**src/rtl/rr_mux_arbiter4_pkg.sv**
```systemverilog
// Shared definitions for the four-requester round-robin mux arbiter:
// arbiter state encodings, requester count and small index helpers.
package rr_mux_arbiter4_pkg;

  localparam int unsigned NUM_REQ = 4;

  typedef enum logic {
    ARB_IDLE  = 1'b0,
    ARB_GRANT = 1'b1
  } arb_state_e;

  typedef struct packed {
    logic       valid;
    logic [1:0] idx;
  } pick_t;

  function automatic logic [NUM_REQ-1:0] onehot4(input logic [1:0] idx);
    return 4'b0001 << idx;
  endfunction

endpackage

```
**src/rtl/mux4to1.sv**
```systemverilog
// Plain 4:1 single-bit multiplexer; the datapath shared by the arbiter's requesters.
module mux4to1 (
  input  logic       in0,
  input  logic       in1,
  input  logic       in2,
  input  logic       in3,
  input  logic [1:0] sel,
  output logic       out
);

  // select one data bit
  always_comb begin
    out = 1'b0;
    case (sel)
      2'd0:    out = in0;
      2'd1:    out = in1;
      2'd2:    out = in2;
      2'd3:    out = in3;
      default: out = 1'b0;
    endcase
  end

endmodule

```
**src/rtl/rr_mux_arbiter4.sv**
```systemverilog
// Round-robin arbiter sharing one mux4to1 among four requesters, with a
// bounded tenure per grant; out carries the granted requester's data bit.
module rr_mux_arbiter4
  import rr_mux_arbiter4_pkg::*;
#(
  parameter int CNT_W    = 4,
  parameter int MAX_HOLD = 8
) (
  input  logic               clk,
  input  logic               rst_n,
  input  logic [NUM_REQ-1:0] req,
  input  logic               in0,
  input  logic               in1,
  input  logic               in2,
  input  logic               in3,
  output logic [NUM_REQ-1:0] gnt,
  output logic [1:0]         sel,
  output logic               busy,
  output logic               out
);

  localparam logic [CNT_W-1:0] HOLD_SAT = (MAX_HOLD == 0) ? CNT_W'((1 << CNT_W) - 1)
                                                          : CNT_W'(MAX_HOLD);
  localparam logic [CNT_W-1:0] HOLD_ONE = CNT_W'(1);

  // First asserted request scanning last+1, last+2, ... (mod 4); last itself is checked last.
  function automatic pick_t rr_pick(input logic [NUM_REQ-1:0] r, input logic [1:0] last);
    pick_t      p;
    logic [1:0] idx;
    p.valid = 1'b0;
    p.idx   = 2'd0;
    for (int i = 1; i <= 4; i++) begin
      idx = last + 2'(i);
      if (!p.valid && r[idx]) begin
        p.valid = 1'b1;
        p.idx   = idx;
      end
    end
    return p;
  endfunction

  arb_state_e         r_state;
  logic [NUM_REQ-1:0] r_gnt;
  logic [1:0]         r_sel;
  logic               r_busy;
  logic [1:0]         r_last;
  logic [CNT_W-1:0]   r_hold_cnt;

  arb_state_e         w_state_nxt;
  logic [NUM_REQ-1:0] w_gnt_nxt;
  logic [1:0]         w_sel_nxt;
  logic               w_busy_nxt;
  logic [1:0]         w_last_nxt;
  logic [CNT_W-1:0]   w_hold_nxt;
  logic [NUM_REQ-1:0] w_others;
  pick_t              w_pick_idle;
  pick_t              w_pick_hand;
  logic               w_expired;
  logic               w_take;
  logic [1:0]         w_take_idx;
  logic               w_mux_out;

  // state and registered outputs
  always_ff @(posedge clk or negedge rst_n) begin
    if (!rst_n) begin
      r_state    <= ARB_IDLE;
      r_gnt      <= 4'b0000;
      r_sel      <= 2'd0;
      r_busy     <= 1'b0;
      r_last     <= 2'd3;
      r_hold_cnt <= '0;
    end else begin
      r_state    <= w_state_nxt;
      r_gnt      <= w_gnt_nxt;
      r_sel      <= w_sel_nxt;
      r_busy     <= w_busy_nxt;
      r_last     <= w_last_nxt;
      r_hold_cnt <= w_hold_nxt;
    end
  end

  // next-state: idle pick, handoff, release or tenure count
  always_comb begin
    w_state_nxt = r_state;
    w_gnt_nxt   = r_gnt;
    w_sel_nxt   = r_sel;
    w_busy_nxt  = r_busy;
    w_last_nxt  = r_last;
    w_hold_nxt  = r_hold_cnt;
    w_take      = 1'b0;
    w_take_idx  = 2'd0;
    // the current grantee is masked so a handoff never returns to it
    w_others    = req & ~onehot4(r_sel);
    w_pick_idle = rr_pick(req, r_last);
    w_pick_hand = rr_pick(w_others, r_sel);
    w_expired   = (MAX_HOLD != 0) && (r_hold_cnt == HOLD_SAT);

    case (r_state)
      ARB_IDLE: begin
        if (w_pick_idle.valid) begin
          w_take     = 1'b1;
          w_take_idx = w_pick_idle.idx;
        end else begin
          w_take     = 1'b0;
        end
      end
      ARB_GRANT: begin
        if (w_pick_hand.valid && (!req[r_sel] || w_expired)) begin
          w_take     = 1'b1;
          w_take_idx = w_pick_hand.idx;
        end else if (!req[r_sel]) begin
          w_state_nxt = ARB_IDLE;
          w_gnt_nxt   = 4'b0000;
          w_busy_nxt  = 1'b0;
          w_hold_nxt  = '0;
        end else if (r_hold_cnt != HOLD_SAT) begin
          w_hold_nxt  = r_hold_cnt + HOLD_ONE;
        end else begin
          w_hold_nxt  = r_hold_cnt;
        end
      end
      default: begin
        w_state_nxt = ARB_IDLE;
        w_gnt_nxt   = 4'b0000;
        w_busy_nxt  = 1'b0;
        w_hold_nxt  = '0;
      end
    endcase

    if (w_take) begin
      w_state_nxt = ARB_GRANT;
      w_gnt_nxt   = onehot4(w_take_idx);
      w_sel_nxt   = w_take_idx;
      w_busy_nxt  = 1'b1;
      w_hold_nxt  = HOLD_ONE;
      w_last_nxt  = w_take_idx;
    end else begin
      w_last_nxt  = r_last;
    end
  end

  mux4to1 u_mux (
    .in0 (in0),
    .in1 (in1),
    .in2 (in2),
    .in3 (in3),
    .sel (r_sel),
    .out (w_mux_out)
  );

  assign gnt  = r_gnt;
  assign sel  = r_sel;
  assign busy = r_busy;
  assign out  = r_busy ? w_mux_out : 1'b0;

endmodule
```
**config.mk**
```make
export PLATFORM = sky130hd
export DESIGN_NAME = rr_mux_arbiter4
export DESIGN_NICKNAME = d
export VERILOG_FILES = /design/src/rtl/rr_mux_arbiter4_pkg.sv /design/src/rtl/mux4to1.sv /design/src/rtl/rr_mux_arbiter4.sv
export SDC_FILE = /design/constraint.sdc
export NUM_CORES = 1
export LEC_CHECK = 0
export CAP_MARGIN = 20
export CELL_PAD_IN_SITES_DETAIL_PLACEMENT = 0
export CELL_PAD_IN_SITES_GLOBAL_PLACEMENT = 1
export CORE_ASPECT_RATIO = 0.7
export CORE_MARGIN = 2
export CORE_UTILIZATION = 39
export DETAILED_ROUTE_END_ITERATION = 10
export MAX_ROUTING_LAYER = met4
export PLACE_DENSITY_LB_ADDON = 0.05
export SYNTH_ARGS = -nofsm -noshare
export SYNTH_HDL_FRONTEND = slang
export SYNTH_SLANG_ARGS = --single-unit
```
**constraint.sdc**
```tcl
create_clock -name clk -period 2.4 [get_ports clk]
set_input_delay 0.48 -clock clk [delete_from_list [all_inputs] [get_ports clk]]
set_output_delay 0.48 -clock clk [all_outputs]
set_load 0.02 [all_outputs]
```
==> results.yml, run 1 <==
detailed_routing:
  drc: 0
  drt_iter0_markers: 99
  vias_per_cell: 5.16
  wl_per_cell_um: 13.6
  dr_wl_met2_mm: 1.07
  drt_wl_total_mm: 2.53
  wl_met1_mm: 1.34
  first_pass_iters: 4
  top_layer: "met4"
  via_count: 964
  ant_nets: 0
  route.met3.wl_um: 114
timing:
  tightest_slew_ns: 0.621
  fin_setup_tns_ns: 0
  rsz0062_at_grt: "false"
  finalCritPeriodShare: 0.954
  max-slew-margin-rel: 0.584
  fmaxAchievable_mhz: 437
  skew_ns: 0.00111
  period_needed_ns: 2.29
  finalSetupViolCount: 0
  layout_setup_ws_ns: 0.111
  slew_violations: 0
  hold_violations: 0
floorplanning:
  dieHeight_um: 46.9
  io_pins: 18
  die_area_um2: 3070
  die_w_um: 65.3
  design.core.area_um2: 2480
  start_util: 0.415
  rows: 15
clock_tree:
  clockBufferDepth: 2
  cts_tree: "built"
  clk-insertion-delay-late_ns: 0.24
  tritoncts_num_sinks: 14
  clock-root-buffer: "clkbuf_8"
  clk_pin_slew_ns: 0.06
  cts_hold_buf: 0
  h-tree-depth: 1
  cts_made_buffers: 3
synthesis:
  yosysUniqueCellTypes: 44
  synth.largest_area_cell: "dfrtp_1"
  async_flop_share: 1.00
  ys_top_cells_by_area: "dfrtp_1 (29%), nand2_1 (8.4%), ha_1 (7.3%)"
  synth.most_common_cell: "nand2_1"
  synth_common_cells: "nand2_1 (23), dfrtp_1 (12), nor2_1 (9)"
  yosys_register_bits: 14
  synth_area_um2: 1030
  ys_warn_count: 0
  synth_edf_count: 0
  synth_top_area_share: 0.292
  ys.flop_type: "dfrtp_1"
  syn_nets: 129
  synthCells: 113
  synth_area_per_cell_um2: 9.09
  seq_area_frac_synth: 0.343
grt:
  grt_use_total: 0.195
  antenna_found_initial: 0
  grt_overflow: 0
  grt_max_degree: 15
  grt_pass1_wl_mm: 4.30
  grt_pass1_vias: 921
worst_setup_path:
  worstSetupPathType: "reg -> reg"
  cp-end-kind: "flip-flop"
  cp_data_required_time_ns: 2.53
  critPathMaxStageDelay_ns: 0.48
  cp_slowest_cell: "mux4_2"
  critPathMaxFanout: 6
  worst_setup_path_start_kind: "flip-flop"
  path_buf_inv: 2
  critPathArrivalTime_ns: 2.42
  cpLargestDelayFamily: "compound AO/OA/AOI/OAI gates"
  crit_path_cell_trace: "inv_1 -> ha_2 -> and2b_1 -> mux4_2 -> o2111ai_2 -> a32oi_2 -> buf_4 -> a22o_1"
finish:
  multiInputGateArea_um2: 649
  drive_gt1_frac: 0.261
  regArea_um2: 354
  fillers: 224
  area_growth_pct: 41.5
  antenna_cells: 0
  nets: 170
placed_design:
  io_buffer_count: 17
  place_congestion: 0.874
  dp_hpwl_mm: 2.02
  post-place-ws_ns: -0.130
status:
  outcome: "completed"
pwr:
  powerDensity_nw_per_um2: 1420
  ir_drop_uv: 684
  power.leakage_nw: 0.663
min_path:
  min_path_type: "reg -> reg"
run:
  maxCapViolCount: 0
==> through the flow <==
stage	hold slack [ns]	cell area (um2)	utilization	std cells	power, mW
floorplan	0.184	1030	-	113	1.26
global placement	0.472	1380	0.556	182	1.76
detailed placement	0.480	1380	0.556	182	1.79
CTS	0.498	1430	0.578	186	2.02
global route	0.511	1450	0.587	187	2.25
finish	0.490	1450	0.587	187	2.06
==> final timing paths <==
path,slack (ns),startpoint,endpoint,depth (start not counted)
worst min register to register,0.49,gnt[3],gnt[3],2
worst min-delay path,0.49,gnt[3],gnt[3],2
min in group asynchronous,0.63,rst_n,r_hold_cnt[1],1
worst max-delay path,0.11,sel[1],gnt[0],8
max in group asynchronous,1.34,rst_n,sel[1],1
worst max register to register,0.11,sel[1],gnt[0],8
==> cell type report <==
| type | count | share of cell area |
|---|---|---|
| multi-input combinational | 90 | 0.447 |
| sequential | 14 | 0.244 |
| clock buffer | 4 | 0.0379 |
| tap | 34 | 0.0293 |
| inverter | 6 | 0.0155 |
| timing repair buffer | 39 | 0.227 |
==> worst min-delay path, stage by stage, from the launching register on <==
cell,delay [ns]
dfrtp_1,0.34
nand2_1,0.05
o21ai_1,0.06
==> cells in the final DEF (no fill, tap or decap), types with 3 or more instances in the layout <==
cell type        count
nor2_1               9
clkdlybuf4s50_1     16
o21ai_1              4
mux2i_1              3
inv_1                5
nand2_1             23
clkbuf_8             4
dfrtp_1             11
ha_1                 5
and2_1               3
buf_4               22
nand3_1              3
==> state kept, by name, summed over array words and instances (netlist names) <==
name and flops:
r_hold_cnt 4, busy 1, r_state 1, gnt 4, r_last 2, sel 2
==> layer usage <==
layer,vias to the layer above,GRT usage
met5,-,-
li1,488,-
met4,0,0.0375
met1,453,0.272
met2,21,0.288
met3,2,0.0504
==> timing repair <==
| item | CTS | global route |
|---|---|---|
| endpoints found under the hold margin | 0 | 0 |
| resized for setup | 2 | 6 |
| endpoints found under the setup margin | 1 | 8 |
| buffers inserted | 0 | 1 |
| pin swaps | 0 | 1 |
==> report_power, final <==
group | internal, mW | switching (mW)
clock | 0.145 | 0.0811
sequential | 0.360 | 0.105
combinational | 0.691 | 0.683
total | 1.20 | 0.869
==> kinds of logic (layout without fill, tap and decap cells) <==
| kind of cell | after synthesis | in the layout | synth area share |
|---|---|---|---|
| AO/OA/AOI/OAI | 24 | 24 | 0.177 |
| adder cells (fa/ha/maj) | 6 | 6 | 0.0731 |
| XOR/XNOR | 2 | 2 | 0.0171 |
| multiplexers | 5 | 5 | 0.0731 |
| flip-flops | 14 | 14 | 0.343 |
| AND/OR/NAND/NOR | 53 | 53 | 0.275 |
| buffers and inverters | 9 | 49 | 0.0414 |
Note: power is estimated with default switching activity, not from simulation.
==> inputs of run 2 (changes only) <==
GPL_TIMING_DRIVEN = 0   (was default)
==> run 2 against run 1 <==
Compared with the run above:
- register-to-register slack got worse by 0.04 ns
- final area fell by 4.5%
- die area did not move
- critical path type is now in -> reg
- largest cell class unchanged
==> results.yml, run 2 (synthesis gave the netlist of run 1 again) <==
pwr:
  powerDensity_nw_per_um2: 1470
  power.leakage_nw: 0.612
  combPwrFrac: 0.666
  finalPower_mw: 2.04
  ir_drop_uv: 635
  switching_share: 0.439
  p_sw_mw: 0.893
  clkPwrFrac: 0.112
  pwr-share-seq: 0.222
  internal_power_mw: 1.14
timing:
  max-slew-margin-rel: 0.587
  slew_violations: 0
  finalCritPeriodShare: 0.978
  fmaxAchievable_mhz: 426
  tightest_slew_ns: 0.618
  hold_violations: 0
  finalSetupViolCount: 0
  hold-worst-slack_ns: 0.486
  skew_ns: 0.00486
  layout_setup_ws_ns: 0.0524
  period_needed_ns: 2.35
grt:
  globalRouteMet2Util: 0.257
  grt_overflow: 0
  top_usage_layer: "met1"
  grt_use_total: 0.181
  antenna_found_initial: 0
  grt_pass1_vias: 821
  grt_pass1_wl_mm: 3.96
  met3_usage: 0.0504
  met1_usage: 0.261
  grt_max_degree: 15
run:
  maxCapViolCount: 0
detailed_routing:
  drt_wl_total_mm: 2.61
  drt_iter0_markers: 72
  ant_nets: 0
  vias_per_cell: 5.44
  first_pass_iters: 4
  via_count: 936
  wl_per_cell_um: 15.2
  drc: 0
clock_tree:
  cts_hold_buf: 0
  clk_pin_slew_ns: 0.06
  cts_tree: "built"
  clock-root-buffer: "clkbuf_8"
  cts_made_buffers: 3
  h-tree-depth: 1
  clockBufferDepth: 2
  clk-insertion-delay-late_ns: 0.24
  tritoncts_num_sinks: 14
placed_design:
  post-place-ws_ns: -0.231
  place_congestion: 0.856
  io_buffer_count: 17
  dp.cells: 164
  dp_hpwl_mm: 1.84
  place_area_um2: 1240
finish:
  final_cell_mix: "nand2_1 (23), clkdlybuf4s50_1 (14), dfrtp_1 (11)"
  layout.cells.most_common: "nand2_1"
  regArea_um2: 354
  fin_cells: 172
  fillers: 246
  drive_gt1_frac: 0.225
  multiInputGateArea_um2: 682
  area_growth_pct: 35.2
  nets: 155
  fin_area_um2: 1390
  antenna_cells: 0
status:
  outcome: "completed"
floorplanning:
  io_pins: 18
  start_util: 0.415
  die_w_um: 65.3
  die_area_um2: 3070
  rows: 15
  design.core.area_um2: 2480
  dieHeight_um: 46.9
worst_setup_path:
  worstSetupPathType: "in -> reg"
  cp-end-kind: "flip-flop"
  critPathMaxFanout: 6
  critPathArrivalTime_ns: 2.48
  cp_data_required_time_ns: 2.53
  worst_setup_path_start_kind: "input port"
min_path:
  min_path_type: "reg -> reg"
run 2: cell types whose count changed in the layout (fill, tap and decap cells not counted), moves of 2 or more:
cell / previous run / this run
and2b_1: 2 / 0
buf_4: 22 / 3
buf_6: 0 / 3
clkdlybuf4s50_1: 16 / 14
dlymetal6s2s_1: 0 / 2
o21ai_1: 4 / 2
o21ai_2: 0 / 2
run 2: repair_timing:
item                       4_1_cts  5_1_grt
resized for setup               11       13
pin swaps                        1        2
buffers inserted                 2        2
setup endpoints to repair       13       10
run 2: final timing paths:
kind | slack, ns | cells after the start | endpoint | start
setup / recovery | 0.05 | 7 | gnt[0] | req[2]
hold / removal | 0.49 | 2 | gnt[1] | gnt[1]
setup reg to reg | 0.07 | 9 | gnt[0] | sel[0]
hold reg to reg | 0.49 | 2 | gnt[1] | gnt[1]
max in group asynchronous | 1.34 | 1 | sel[1] | rst_n
min in group asynchronous | 0.62 | 1 | r_hold_cnt[1] | rst_n
run 2: per-stage QoR:
step / setup TNS, ns / utilization
floorplan: 0 / -
global placement: -1.49 / 0.501
detailed placement: -1.68 / 0.501
CTS: 0 / 0.537
global route: -0.0176 / 0.561
finish: 0 / 0.561
run 2: final cells by class:
| class | count | area share |
|---|---|---|
| flip-flops and latches | 14 | 0.255 |
| multi-input cells | 90 | 0.491 |
| plain buffers | 3 | 0.0189 |
| clock buffers | 4 | 0.0396 |
| well taps | 34 | 0.0306 |
| repair buffers | 21 | 0.147 |
| inverters | 6 | 0.0180 |
run 2: power groups by stage:
stage | clock, mW | sequential (mW) | combinational (mW)
after global placement | 0 | 0.460 | 1.12
after CTS | 0.235 | 0.456 | 1.22
after global routing | 0.246 | 0.468 | 1.47
after detailed placement | 0 | 0.461 | 1.13
after floorplan | 0 | 0.501 | 0.754
final | 0.228 | 0.451 | 1.36
run 2: per-layer routing:
metal  routed length, um  part of all wire
met1                1380              0.53
met2                1130              0.43
met3                 108             0.041
met4                   0                 0
met5                   0                 0
run 2: critical path: stages:
cell             delay [ns]
clkdlybuf4s50_1        0.51
mux4_2                 0.54
nand2_1                0.16
nor3b_4                0.27
a32oi_2                0.16
buf_6                  0.16
a22o_1                 0.19
==> inputs of run 3 (changes only) <==
--- a/config.mk
+++ b/config.mk
@@ -16,3 +16,3 @@
 export MAX_ROUTING_LAYER = met4
-export PLACE_DENSITY_LB_ADDON = 0.05
+export PLACE_DENSITY = 0.88
 export SYNTH_ARGS = -nofsm -noshare
--- a/constraint.sdc
+++ b/constraint.sdc
@@ -3,2 +3,2 @@
 set_output_delay 0.48 -clock clk [all_outputs]
-set_load 0.02 [all_outputs]
+set_load 0.1 [all_outputs]
==> run 3 against run 2 <==
Compared with the run above:
- sequential cell count unchanged
- die area unchanged
- fmax down 1.5%
- routed wire length up 1.4%
- first-iteration DRC count down 14%
- register-to-register slack worse by 0.05 ns
- final area up 6.8%
- global-route usage down 0.52 points
- final cell count up 2.9%
- hold slack about the same
- clock-buffer cell count unchanged
==> results.yml, run 3 (synthesis gave the netlist of run 1 again) <==
timing:
  slew_violations: 0
  finalCritPeriodShare: 0.993
  fmaxAchievable_mhz: 420
  finalSetupViolCount: 0
  skew_ns: 0.00107
  max-slew-margin-rel: 0.346
  layout_setup_ws_ns: 0.0173
  period_needed_ns: 2.38
  hold_violations: 0
  rsz0062_at_grt: "true"
  tightest_slew_ns: 0.978
status:
  outcome: "completed"
clock_tree:
  clockBufferDepth: 2
  h-tree-depth: 1
  clk-insertion-delay-late_ns: 0.24
  cts_tree: "built"
  clock-root-buffer: "clkbuf_8"
  cts_made_buffers: 3
  clk_pin_slew_ns: 0.06
  tritoncts_num_sinks: 14
worst_setup_path:
  cp_data_required_time_ns: 2.53
  cp-end-kind: "flip-flop"
  r2r_slack_ns: 0.02
  worst_setup_path_start_kind: "flip-flop"
  critPathArrivalTime_ns: 2.51
  r2r_end: "gnt[0]"
  worstSetupPathType: "reg -> reg"
  critPathMaxFanout: 6
  reg2regPathDepth: 9
  timing.rr.start: "sel[0]"
placed_design:
  io_buffer_count: 17
  place_congestion: 0.822
  post-place-ws_ns: -0.574
  dp_hpwl_mm: 1.81
floorplanning:
  io_pins: 18
  die_w_um: 65.3
  design.core.area_um2: 2480
  die_area_um2: 3070
  dieHeight_um: 46.9
  rows: 15
  start_util: 0.415
min_path:
  min_to: "gnt[3]"
  min_path_type: "reg -> reg"
  hold_path_depth: 2
  min_from: "gnt[3]"
detailed_routing:
  ant_nets: 0
  vias_per_cell: 5.47
  via_count: 969
  drt_iter0_markers: 62
  drt_wl_total_mm: 2.65
  drc: 0
  wl_per_cell_um: 15.0
  first_pass_iters: 4
grt:
  grt_overflow: 0
  globalRouteMet2Util: 0.273
  grt_max_degree: 15
  met3_usage: 0.0432
  top_usage_layer: "met2"
  grt_use_total: 0.176
  grt_pass1_wl_mm: 3.93
  met1_usage: 0.235
  antenna_found_initial: 0
  grt_pass1_vias: 872
finish:
  final_cell_mix: "nand2_1 (23), clkdlybuf4s50_1 (16), dfrtp_1 (10)"
  layout.cells.most_common: "nand2_1"
  drive_gt1_frac: 0.301
  final_util: 0.598
  area_growth_pct: 44.3
  antenna_cells: 0
  nets: 160
run:
  maxCapViolCount: 0
[run 3: cell types whose count changed in the layout (fill, tap and decap cells not counted), moves of 2 or more]
cell / before / now
clkdlybuf4s50_1: 14 / 16
dlymetal6s2s_1: 2 / 0
dfrtp_4: 0 / 2
o21ai_1: 2 / 4
buf_4: 3 / 8
ha_1: 4 / 2
[run 3: through the flow]
step / hold slack [ns] / cell area (um2) / TNS, ns / cells
finish: 0.487 / 1480 / 0 / 177
global route: 0.526 / 1480 / -0.0932 / 177
CTS: 0.490 / 1390 / -0.0182 / 171
detailed placement: 0.477 / 1300 / -2.34 / 164
global placement: 0.471 / 1300 / -1.85 / 164
floorplan: 0.184 / 1090 / -0.186 / 113
[run 3: cell type report]
class | instances | area, um2
Clock buffer | 4 | 55.1
Buffer | 3 | 35.0
Timing Repair Buffer | 26 | 243
Sequential cell | 14 | 360
Tap cell | 34 | 42.5
Inverter | 6 | 37.5
Fill cell | 211 | 995
Multi-Input combinational cell | 90 | 709
[run 3: timing repair]
item | 4_1_cts | 5_1_grt
buffers inserted | 3 | 6
setup endpoints to repair | 7 | 11
hold buffers | 0 | 0
gates resized for setup | 10 | 13
pin swaps | 3 | 7
[run 3: metal layers]
metal  share of wire  wire [um]  up-vias
met3           0.039        104        0
met2            0.50       1330       22
met4               0          0        0
met5               0          0        -
met1            0.46       1210      476
li1                -          -      471
[run 3: worst max path at each step]
stage,from,endpoint,cells after the start
2_1_floorplan,sel[0],gnt[0],8
3_3_place_gp,in3,out,5
3_5_place_dp,in3,out,5
4_1_cts,sel[0],gnt[0],9
5_1_grt,sel[0],gnt[0],9
6_report,sel[0],gnt[0],9
[run 3: worst max-delay path, stage by stage, from the launching register on]
cell	delay, ns
dfrtp_4	0.51
buf_12	0.15
clkinv_8	0.05
ha_4	0.12
and2b_2	0.24
mux4_2	0.50
o2111ai_2	0.23
a32oi_2	0.14
buf_6	0.16
a22o_1	0.18
Power of run 3 is not shown: default switching activity piles up to over one toggle a cycle in this logic, so the estimate is an artifact.
